**src/rtl/mem_arbiter.sv**
```systemverilog
// mem_arbiter: shares one single-ported backing memory between the core's
// instruction-fetch (imem) and data (dmem) ports. One transaction is in
// flight at a time; dmem wins contention for at most MAX_D_STREAK grants in
// a row while imem waits, and each response returns to the issuing port.
module mem_arbiter #(
  parameter int XLEN         = 32,
  parameter int ADDR_W       = 32,
  parameter int MAX_D_STREAK = 4
) (
  input  logic              clk,
  input  logic              reset,

  input  logic              i_req_valid,
  input  logic [ADDR_W-1:0] i_req_addr,
  input  logic              i_kill,
  output logic              i_res_valid,
  output logic [XLEN-1:0]   i_res_rdata,

  input  logic              d_req_valid,
  input  logic [ADDR_W-1:0] d_req_addr,
  input  logic [XLEN-1:0]   d_req_wdata,
  input  logic              d_req_fcn,
  input  logic [2:0]        d_req_typ,
  output logic              d_res_valid,
  output logic [XLEN-1:0]   d_res_rdata,

  output logic              mem_req_valid,
  input  logic              mem_req_ready,
  output logic [ADDR_W-1:0] mem_req_addr,
  output logic [XLEN-1:0]   mem_req_wdata,
  output logic              mem_req_fcn,
  output logic [2:0]        mem_req_typ,
  input  logic              mem_resp_valid,
  input  logic [XLEN-1:0]   mem_resp_rdata
);

  localparam int STREAK_W = $clog2(MAX_D_STREAK + 1);
  localparam logic [STREAK_W-1:0] STREAK_MAX = STREAK_W'(MAX_D_STREAK);
  // Fetches are always full unsigned words.
  localparam logic [2:0] MT_WU = 3'd7;

  typedef enum logic [1:0] {IDLE, ISSUE, WAIT, RESP} state_t;
  typedef enum logic {OWN_I, OWN_D} owner_t;

  state_t              state_q,     state_d;
  owner_t              owner_q,     owner_d;
  logic                kill_q,      kill_d;
  logic [STREAK_W-1:0] streak_q,    streak_d;
  logic [ADDR_W-1:0]   req_addr_q,  req_addr_d;
  logic [XLEN-1:0]     req_wdata_q, req_wdata_d;
  logic                req_fcn_q,   req_fcn_d;
  logic [2:0]          req_typ_q,   req_typ_d;
  logic [XLEN-1:0]     rdata_q,     rdata_d;

  // State and request/response registers; reset clears everything.
  always_ff @(posedge clk) begin
    // NOTE: sequential state uses non-blocking assignments so every register
    // samples pre-edge values, independent of statement order.
    if (!reset) begin
      state_q     <= IDLE;
      owner_q     <= OWN_I;
      kill_q      <= 1'b0;
      streak_q    <= '0;
      req_addr_q  <= '0;
      req_wdata_q <= '0;
      req_fcn_q   <= 1'b0;
      req_typ_q   <= '0;
      rdata_q     <= '0;
    end else begin
      state_q     <= state_d;
      owner_q     <= owner_d;
      kill_q      <= kill_d;
      streak_q    <= streak_d;
      req_addr_q  <= req_addr_d;
      req_wdata_q <= req_wdata_d;
      req_fcn_q   <= req_fcn_d;
      req_typ_q   <= req_typ_d;
      rdata_q     <= rdata_d;
    end
  end

  // Arbitration, transaction sequencing and kill tracking.
  always_comb begin
    // NOTE: every signal gets a hold-value default first so no path through
    // the case statement leaves one unassigned (which would infer a latch).
    state_d     = state_q;
    owner_d     = owner_q;
    kill_d      = kill_q;
    streak_d    = streak_q;
    req_addr_d  = req_addr_q;
    req_wdata_d = req_wdata_q;
    req_fcn_d   = req_fcn_q;
    req_typ_d   = req_typ_q;
    rdata_d     = rdata_q;

    // A squash of the in-flight fetch lets memory finish but hides the result.
    if (state_q != IDLE && owner_q == OWN_I && i_kill) begin
      kill_d = 1'b1;
    end

    unique case (state_q)
      IDLE: begin
        kill_d = 1'b0;
        if (d_req_valid && (!i_req_valid || streak_q != STREAK_MAX)) begin
          state_d     = ISSUE;
          owner_d     = OWN_D;
          req_addr_d  = d_req_addr;
          req_wdata_d = d_req_wdata;
          req_fcn_d   = d_req_fcn;
          req_typ_d   = d_req_typ;
          // The streak only counts grants that made imem wait.
          if (!i_req_valid) begin
            streak_d = '0;
          end else if (streak_q != STREAK_MAX) begin
            streak_d = streak_q + STREAK_W'(1);
          end
        end else if (i_req_valid && !i_kill) begin
          state_d     = ISSUE;
          owner_d     = OWN_I;
          req_addr_d  = i_req_addr;
          req_wdata_d = '0;
          req_fcn_d   = 1'b0;
          req_typ_d   = MT_WU;
          streak_d    = '0;
        end
      end
      ISSUE: begin
        if (mem_req_ready) state_d = WAIT;
      end
      WAIT: begin
        if (mem_resp_valid) begin
          rdata_d = mem_resp_rdata;
          state_d = RESP;
        end
      end
      RESP: begin
        state_d = IDLE;
      end
      default: state_d = IDLE;
    endcase
  end

  // Outputs decode registered state only; no input reaches an output.
  assign mem_req_valid = (state_q == ISSUE);
  assign mem_req_addr  = req_addr_q;
  assign mem_req_wdata = req_wdata_q;
  assign mem_req_fcn   = req_fcn_q;
  assign mem_req_typ   = req_typ_q;
  assign i_res_valid   = (state_q == RESP) && (owner_q == OWN_I) && !kill_q;
  assign d_res_valid   = (state_q == RESP) && (owner_q == OWN_D);
  assign i_res_rdata   = rdata_q;
  assign d_res_rdata   = rdata_q;

endmodule

```
**config.mk**
```make
export PLATFORM = sky130hd
export DESIGN_NAME = mem_arbiter
export DESIGN_NICKNAME = d
export VERILOG_FILES = /design/src/rtl/mem_arbiter.sv
export SDC_FILE = /design/constraint.sdc
export NUM_CORES = 1
export LEC_CHECK = 0
export CORE_MARGIN = 10
export CORE_UTILIZATION = 40
export DETAILED_ROUTE_END_ITERATION = 8
export GPL_TIMING_DRIVEN = 0
export HOLD_SLACK_MARGIN = 0.02
export PLACE_DENSITY = 0.85
export SLEW_MARGIN = 20
export SYNTH_ARGS = -nofsm -noshare
export SYNTH_HDL_FRONTEND = slang
export SYNTH_SLANG_ARGS = --single-unit
```
**constraint.sdc**
```tcl
create_clock -name clk -period 4.9 [get_ports clk]
set_input_delay 0.98 -clock clk [delete_from_list [all_inputs] [get_ports clk]]
set_output_delay 0.98 -clock clk [all_outputs]
set_load 0.01 [all_outputs]
```
==> results of run 1 <==
synthesized netlist by cell type, drive strengths merged, types with 3 or more instances:
cell / number
a22o: 34
nand3b: 33
nor2b: 4
a21boi: 32
inv: 7
and3: 3
o2111a: 32
or3: 32
o221a: 3
nand2: 69
buf: 49
dfxtp: 107
ha: 6
clkbuf: 23
nor3b: 3
power by group:
part | leakage (nW) | internal, mW | switching, mW | total, mW
clock | 0.137 | 0.354 | 0.339 | 0.693
sequential | 0.877 | 1.06 | 0.114 | 1.18
combinational | 1.85 | 0.706 | 0.593 | 1.30
cells by family after synthesis:
logic type | Yosys count | synth area share [%]
AO/OA/AOI/OAI | 110 | 22.44
multiplexers | 2 | 0.4709
buffers and inverters | 79 | 10.19
AND/OR/NAND/NOR | 148 | 17.81
adder cells (fa/ha/maj) | 6 | 1.662
flip-flops | 107 | 47.42
flip-flops by register name, indices dropped and copies added (netlist names):
signal	cells
kill_q	1
mem_req_addr	32
mem_req_typ	3
d_res_rdata	32
owner_q	1
mem_req_fcn	1
mem_req_wdata	32
streak_q	3
state_q	2
layer usage:
metal  up-vias  track usage, %  wire length, um
met5         -               0                0
met1      2056           19.91             6136
li1       2170               -                -
met3        23           8.767             1671
met2       194           34.90             8293
met4         0           6.966              351
through the flow:
| stage | power [mW] | setup slack, ns | hold WS [ns] |
|---|---|---|---|
| floorplan | 1.789 | 2.817 | 0.4641 |
| global placement | 2.461 | 2.110 | 0.4604 |
| detailed placement | 2.507 | 2.073 | 0.4672 |
| CTS | 3.211 | 2.210 | 0.4842 |
| global route | 3.353 | 2.115 | 0.4978 |
| finish | 3.169 | 2.254 | 0.4796 |
layout by cell type, fill, tap and decap left out, types with 4 or more instances in the layout:
cell type	count
nand2_1	69
buf_2	8
dfxtp_1	107
o2111a_1	32
or3_1	32
a21boi_0	32
a22o_1	34
clkbuf_16	9
nand3b_1	33
clkdlybuf4s50_1	273
inv_1	7
inv_6	4
clkbuf_1	23
buf_4	35
ha_1	6
path summary, 6_finish.rpt:
| check | slack [ns] | from | endpoint |
|---|---|---|---|
| max | 2.25 | state_q[0] | i_res_valid |
| min | 0.48 | mem_req_wdata[22] | mem_req_wdata[22] |
| min reg2reg | 0.48 | mem_req_wdata[22] | mem_req_wdata[22] |
| max reg2reg | 2.97 | state_q[0] | mem_req_addr[31] |
cell type report:
type / count / area (um^2) / area share [%]
timing repair buffer: 273 / 2733 / 35.44
buffer: 72 / 434.2 / 5.631
clock buffer: 9 / 225.2 / 2.921
inverter: 7 / 26.28 / 0.3408
tap: 140 / 175.2 / 2.272
multi-input combinational: 266 / 1914 / 24.83
clock inverter: 7 / 60.06 / 0.7790
sequential: 107 / 2142 / 27.78
==> tab_implementation.tex, run 1 <==
\begin{tabular}{lr}
\hline
Metric & Value \\
\hline
\multicolumn{2}{l}{\textbf{Outcome}} \\
Status & finished clean \\
\multicolumn{2}{l}{\textbf{Worst setup path}} \\
Crit Path Class & register to output pin \\
Cell type group with the largest total delay on the critical path & buffers and inverters \\
Library cell contributing the largest single delay on the critical path & clkdlybuf4s50\_1 \\
Nature of the critical path endpoint & output pin \\
CP max FO & 4 \\
Arr. time, crit path & 1.67 ns \\
Critical path required time & 3.92 ns \\
Crit path largest cell delay & 0.59 ns \\
Cell chain of the critical path & ha\_1, nor3b\_1, clkdlybuf4s50\_1 \\
Worst path bufs/invs & 1 \\
Path length in cells of the critical path & 3 \\
Worst-case reg-to-reg path depth & 6 \\
Worst setup SP type & register \\
\multicolumn{2}{l}{\textbf{Drt}} \\
Routed WL & 16450 um \\
Mean number of vias per cell & 5.043 \\
Post-detailed-route count of antenna-violating nets & 0 \\
Vias post-DR & 4443 \\
Total DRC errors in the routed layout & 0 \\
Routed wire length per instance & 18.67 um \\
Iter 0 DRT Violations & 128 \\
Pre-Repair DR Iteration Count & 4 \\
\multicolumn{2}{l}{\textbf{Timing}} \\
Period utilization & 54.00\% \\
Final hold violation count & 0 \\
Clk\_skew & 0.007000 ns \\
Aggregate negative setup slack & 0 ns \\
Worst-case headroom to the max-slew limit & 65.41\% \\
Measured slew at the worst slew-check pin & 0.5189 ns \\
Pins over their slew limit & 0 \\
Unrepaired setup endpoints after global routing & no \\
Achievable clock frequency & 0.3780 GHz \\
Final setup vio count & 0 \\
Min Clock Period, post-route & 2.646 ns \\
\multicolumn{2}{l}{\textbf{Placement}} \\
Final RePlAce weighted congestion & 0.8206 \\
Total placed instance area & 7425 um\^{}2 \\
Placed Cells & 865 \\
Placed wire-length estimate after detailed placement & 13460 um \\
Number of buffers added on ports & 273 \\
\multicolumn{2}{l}{\textbf{Global routing}} \\
Global-route congestion overflow total & 0 \\
Pin count of the biggest net entering global routing & 20 \\
Via count of the first global-routing pass & 4706 \\
Wire length of the first global-routing pass & 25430 um \\
Number of antenna violations at the first check in global routing & 0 \\
Overall global routing resource usage & 19.63\% \\
\multicolumn{2}{l}{\textbf{Die}} \\
Number of top-level pins & 274 \\
Effective utilization at floorplan & 41.30\% \\
Core Rows & 38 \\
Standard cell core area & 10940 um\^{}2 \\
Die span in x & 126.3 um \\
Die Ht & 126.3 um \\
Total Die Area & 15940 um\^{}2 \\
\multicolumn{2}{l}{\textbf{Synth}} \\
Cell area after synthesis & 4517 um\^{}2 \\
Synth async-reset ratio & 0\% \\
Net count after synthesis & 597 \\
Area share of the largest cell type after synthesis & 47.42\% \\
Dominant cells by area after synthesis & dfxtp\_1 (47\%), o2111a\_1 (8.0\%), a22o\_1 (6.6\%) \\
Largest area contributor in the synthesized netlist & dfxtp\_1 \\
Ys Warns & 0 \\
Synth Flop Type & dfxtp\_1 \\
Share of synthesized area occupied by flip-flops and latches & 47.42\% \\
Post-synth EDFFs & 0 \\
Count of unique library cells instantiated by Yosys & 32 \\
Average cell area after synthesis & 9.993 um\^{}2 \\
Number of synthesized register bits & 107 \\
Synthesized instance count & 452 \\
\multicolumn{2}{l}{\textbf{Pwr}} \\
Total power per unit cell area & 411.1 nW/um\^{}2 \\
Worst IR Drop VDD & 0.2356 mV \\
Reported leakage power & 2.868 nW \\
\multicolumn{2}{l}{\textbf{Run}} \\
Max-cap violations & 0 \\
\multicolumn{2}{l}{\textbf{Min path}} \\
Classification of the worst-slack hold path & register to register \\
Number of cells traversed by the worst hold path & 1 \\
\multicolumn{2}{l}{\textbf{Finish}} \\
Share of post-route cells with drive strength above 1 & 9.582\% \\
Core occupancy in the finished layout & 70.50\% \\
Post-route insts no fill & 881 \\
Nets & 881 \\
Diode insertion count for antenna repair & 0 \\
Fill cells & 835 \\
Synthesis-to-finish area growth & 70.69\% \\
Final standard cell area without fillers & 7710 um\^{}2 \\
\multicolumn{2}{l}{\textbf{Clock tree}} \\
Buffer type at the clock tree root & clkbuf\_16 \\
Number of buffers inserted for hold repair after clock tree synthesis & 0 \\
Number of resized instances in the post-cts repair step & 0 \\
Number of buffers added for setup after CTS & 0 \\
CTS max path bufs & 2 \\
Sinks on the clock net & 107 \\
Clock transition time at the flip-flop clock pins of the worst setup and hold paths & 0.07 ns \\
Total clock buffers created by CTS & 9 \\
Deepest level of the CTS H-tree & 3 \\
Clock latency on the worst-skew pair & 0.34 ns \\
TritonCTS clock tree & done \\
\hline
\end{tabular}
Note: power is estimated with default switching activity, not from simulation.
==> run 2, diff against run 1 <==
--- a/config.mk
+++ b/config.mk
@@ -6,11 +6,11 @@
 export NUM_CORES = 1
 export LEC_CHECK = 0
 export CORE_MARGIN = 10
-export CORE_UTILIZATION = 40
+export CORE_UTILIZATION = 34
 export DETAILED_ROUTE_END_ITERATION = 8
 export GPL_TIMING_DRIVEN = 0
 export HOLD_SLACK_MARGIN = 0.02
-export PLACE_DENSITY = 0.85
+export PLACE_DENSITY = 0.77
 export SLEW_MARGIN = 20
 export SYNTH_ARGS = -nofsm -noshare
 export SYNTH_HDL_FRONTEND = slang
==> constraint.sdc (replaced) <==
create_clock -name clk -period 2.2 [get_ports clk]
set_input_delay 0.44 -clock clk [delete_from_list [all_inputs] [get_ports clk]]
set_output_delay 0.44 -clock clk [all_outputs]
set_load 0.01 [all_outputs]
==> run 2 against run 1 <==
Global-route usage fell by 2.5 points. Critical path type unchanged. Worst setup slack got worse by 2.1 ns. Die area rose by 15%. Highest routed layer unchanged. Clock skew fell by 0.0014 ns. Largest power group unchanged. Worst hold slack got worse by 0.00053 ns. Core utilization decreased by 11 points. First-iteration DRC count down 27%.
==> tab_implementation.tex, run 2 (synthesized netlist as in run 1, its figures left out) <==
\begin{tabular}{lr}
\hline
Metric & Value \\
\hline
\multicolumn{2}{l}{\textbf{Pwr}} \\
Net switching power of the design & 2.324 mW \\
Total power per unit cell area & 915.0 nW/um\^{}2 \\
Sequential cell fraction of total power & 37.0\% \\
Switching power share of the total & 32.69\% \\
Combinational power share & 40.7\% \\
Reported leakage power & 2.893 nW \\
Worst IR Drop VDD & 0.5542 mV \\
Int Power & 4.785 mW \\
Clock power frac & 22.3\% \\
Design Power & 7.110 mW \\
\multicolumn{2}{l}{\textbf{Drt}} \\
Routed wire length per instance & 17.94 um \\
Total DRC errors in the routed layout & 0 \\
Iter 0 DRT Violations & 93 \\
Post-detailed-route count of antenna-violating nets & 0 \\
Routed WL & 16470 um \\
Pre-Repair DR Iteration Count & 5 \\
Vias post-DR & 4440 \\
Mean number of vias per cell & 4.837 \\
\multicolumn{2}{l}{\textbf{Worst setup path}} \\
Worst setup SP type & register \\
Setup slack of the worst register-to-register path & 0.24 ns \\
CP max FO & 4 \\
Worst-case reg-to-reg path depth & 6 \\
Nature of the critical path endpoint & output pin \\
Critical path required time & 1.76 ns \\
Capturing element of the worst setup path & d\_res\_valid \\
Worst setup path start & state\_q[0] \\
Crit Path Class & register to output pin \\
Arr. time, crit path & 1.60 ns \\
Critical R2R Capture & mem\_req\_addr[6] \\
Worst r2r src & state\_q[0] \\
\multicolumn{2}{l}{\textbf{Placement}} \\
Place WS & -0.1642 ns \\
Placed wire-length estimate after detailed placement & 13270 um \\
Number of buffers added on ports & 273 \\
Final RePlAce weighted congestion & 0.7732 \\
\multicolumn{2}{l}{\textbf{Timing}} \\
Final setup vio count & 0 \\
Clk\_skew & 0.005630 ns \\
Min Clock Period, post-route & 2.044 ns \\
Unrepaired setup endpoints after global routing & no \\
Period utilization & 92.93\% \\
Aggregate negative setup slack & 0 ns \\
Achievable clock frequency & 0.4891 GHz \\
Minimum hold slack & 0.4791 ns \\
Measured slew at the worst slew-check pin & 0.5359 ns \\
Worst-case headroom to the max-slew limit & 64.27\% \\
Final hold violation count & 0 \\
Pins over their slew limit & 0 \\
Final setup margin & 0.1556 ns \\
\multicolumn{2}{l}{\textbf{Finish}} \\
Most frequent cells in the layout & clkdlybuf4s50\_1 (272), dfxtp\_1 (107), nand2\_1 (69) \\
Synthesis-to-finish area growth & 72.02\% \\
Core occupancy in the finished layout & 59.14\% \\
Diode insertion count for antenna repair & 0 \\
Nets & 882 \\
Most frequent standard cell in the layout excluding fill and tap cells & clkdlybuf4s50\_1 \\
Share of post-route cells with drive strength above 1 & 9.569\% \\
\multicolumn{2}{l}{\textbf{Global routing}} \\
Wire length of the first global-routing pass & 25180 um \\
Pin count of the biggest net entering global routing & 18 \\
Overall global routing resource usage & 17.12\% \\
Via count of the first global-routing pass & 4676 \\
Number of antenna violations at the first check in global routing & 0 \\
Global-route congestion overflow total & 0 \\
\multicolumn{2}{l}{\textbf{Clock tree}} \\
CTS max path bufs & 2 \\
Sinks on the clock net & 107 \\
Buffer type at the clock tree root & clkbuf\_16 \\
Clock latency on the worst-skew pair & 0.35 ns \\
TritonCTS clock tree & done \\
Clock transition time at the flip-flop clock pins of the worst setup and hold paths & 0.07 ns \\
Deepest level of the CTS H-tree & 3 \\
Total clock buffers created by CTS & 9 \\
Number of buffers inserted for hold repair after clock tree synthesis & 0 \\
\multicolumn{2}{l}{\textbf{Min path}} \\
Classification of the worst-slack hold path & register to register \\
\multicolumn{2}{l}{\textbf{Die}} \\
Standard cell core area & 13140 um\^{}2 \\
Total Die Area & 18300 um\^{}2 \\
Number of top-level pins & 274 \\
Core Rows & 42 \\
Die span in x & 135.3 um \\
Die Ht & 135.3 um \\
Effective utilization at floorplan & 34.38\% \\
\multicolumn{2}{l}{\textbf{Outcome}} \\
Status & finished clean \\
\multicolumn{2}{l}{\textbf{Run}} \\
Max-cap violations & 0 \\
\hline
\end{tabular}
==> run 2: cell types whose count changed in the layout (fill, tap and decap cells not counted), sizes merged <==
cell / before / now
clkbuf: 32 / 35
dlymetal6s2s: 0 / 1
clkdlybuf4s50: 273 / 272
inv: 11 / 8
buf: 49 / 50
==> run 2: how the worst min path moves through the flow <==
stage                         to  depth (start not counted)               from
2_1_floorplan            owner_q                          1            owner_q
3_3_place_gp   mem_req_wdata[29]                          1  mem_req_wdata[29]
3_5_place_dp    mem_req_wdata[5]                          1   mem_req_wdata[5]
4_1_cts          d_res_rdata[13]                          2    d_res_rdata[13]
5_1_grt        mem_req_wdata[25]                          1  mem_req_wdata[25]
6_report         d_res_rdata[13]                          2    d_res_rdata[13]
==> run 2: layout make-up <==
type / instances / area, um^2
plain buffers: 72 / 434.2
fillers: 1138 / 5368
repair buffers: 274 / 2743
clock inverters: 4 / 33.78
multi-input cells: 266 / 1914
inverters: 7 / 26.28
clock buffers: 12 / 256.5
well taps: 176 / 220.2
flip-flops and latches: 107 / 2142
==> run 2: critical path, stage by stage, from the launching register on <==
cell and delay [ns]:
dfxtp_1 0.38, ha_1 0.19, and2_1 0.13, clkdlybuf4s50_1 0.56
==> run 2: power by group through the flow <==
stage               registers [mW]  logic (mW)  clock network (mW)
floorplan                     2.82        1.17                   0
finish                        2.63        2.90                1.58
global route                  2.68        3.12                1.71
CTS                           2.63        2.93                1.64
detailed placement            2.67        2.92                   0
global placement              2.64        2.86                   0
==> run 2: repair_timing <==
item / in CTS / in global routing
setup endpoints to repair: 0 / 18
resized for setup: 0 / 1
hold endpoints to repair: 0 / 0
setup buffers: 0 / 1
==> run 2: layer usage <==
layer  vias to the layer above  share of wire, %  global-route usage [%]
met2                       188                48                   29.84
met1                      2072                39                   18.19
met3                        19                11                   7.010
met5                         -                 0                       0
li1                       2161                 -                       -
met4                         0               2.0                   6.160
==> run 2: per-stage QoR <==
stage                     area (um^2)  instances
after global routing             7770        918
after floorplan                  4517        452
after detailed placement         7470        901
final                            7770        918
after CTS                        7760        917
after global placement           7470        901
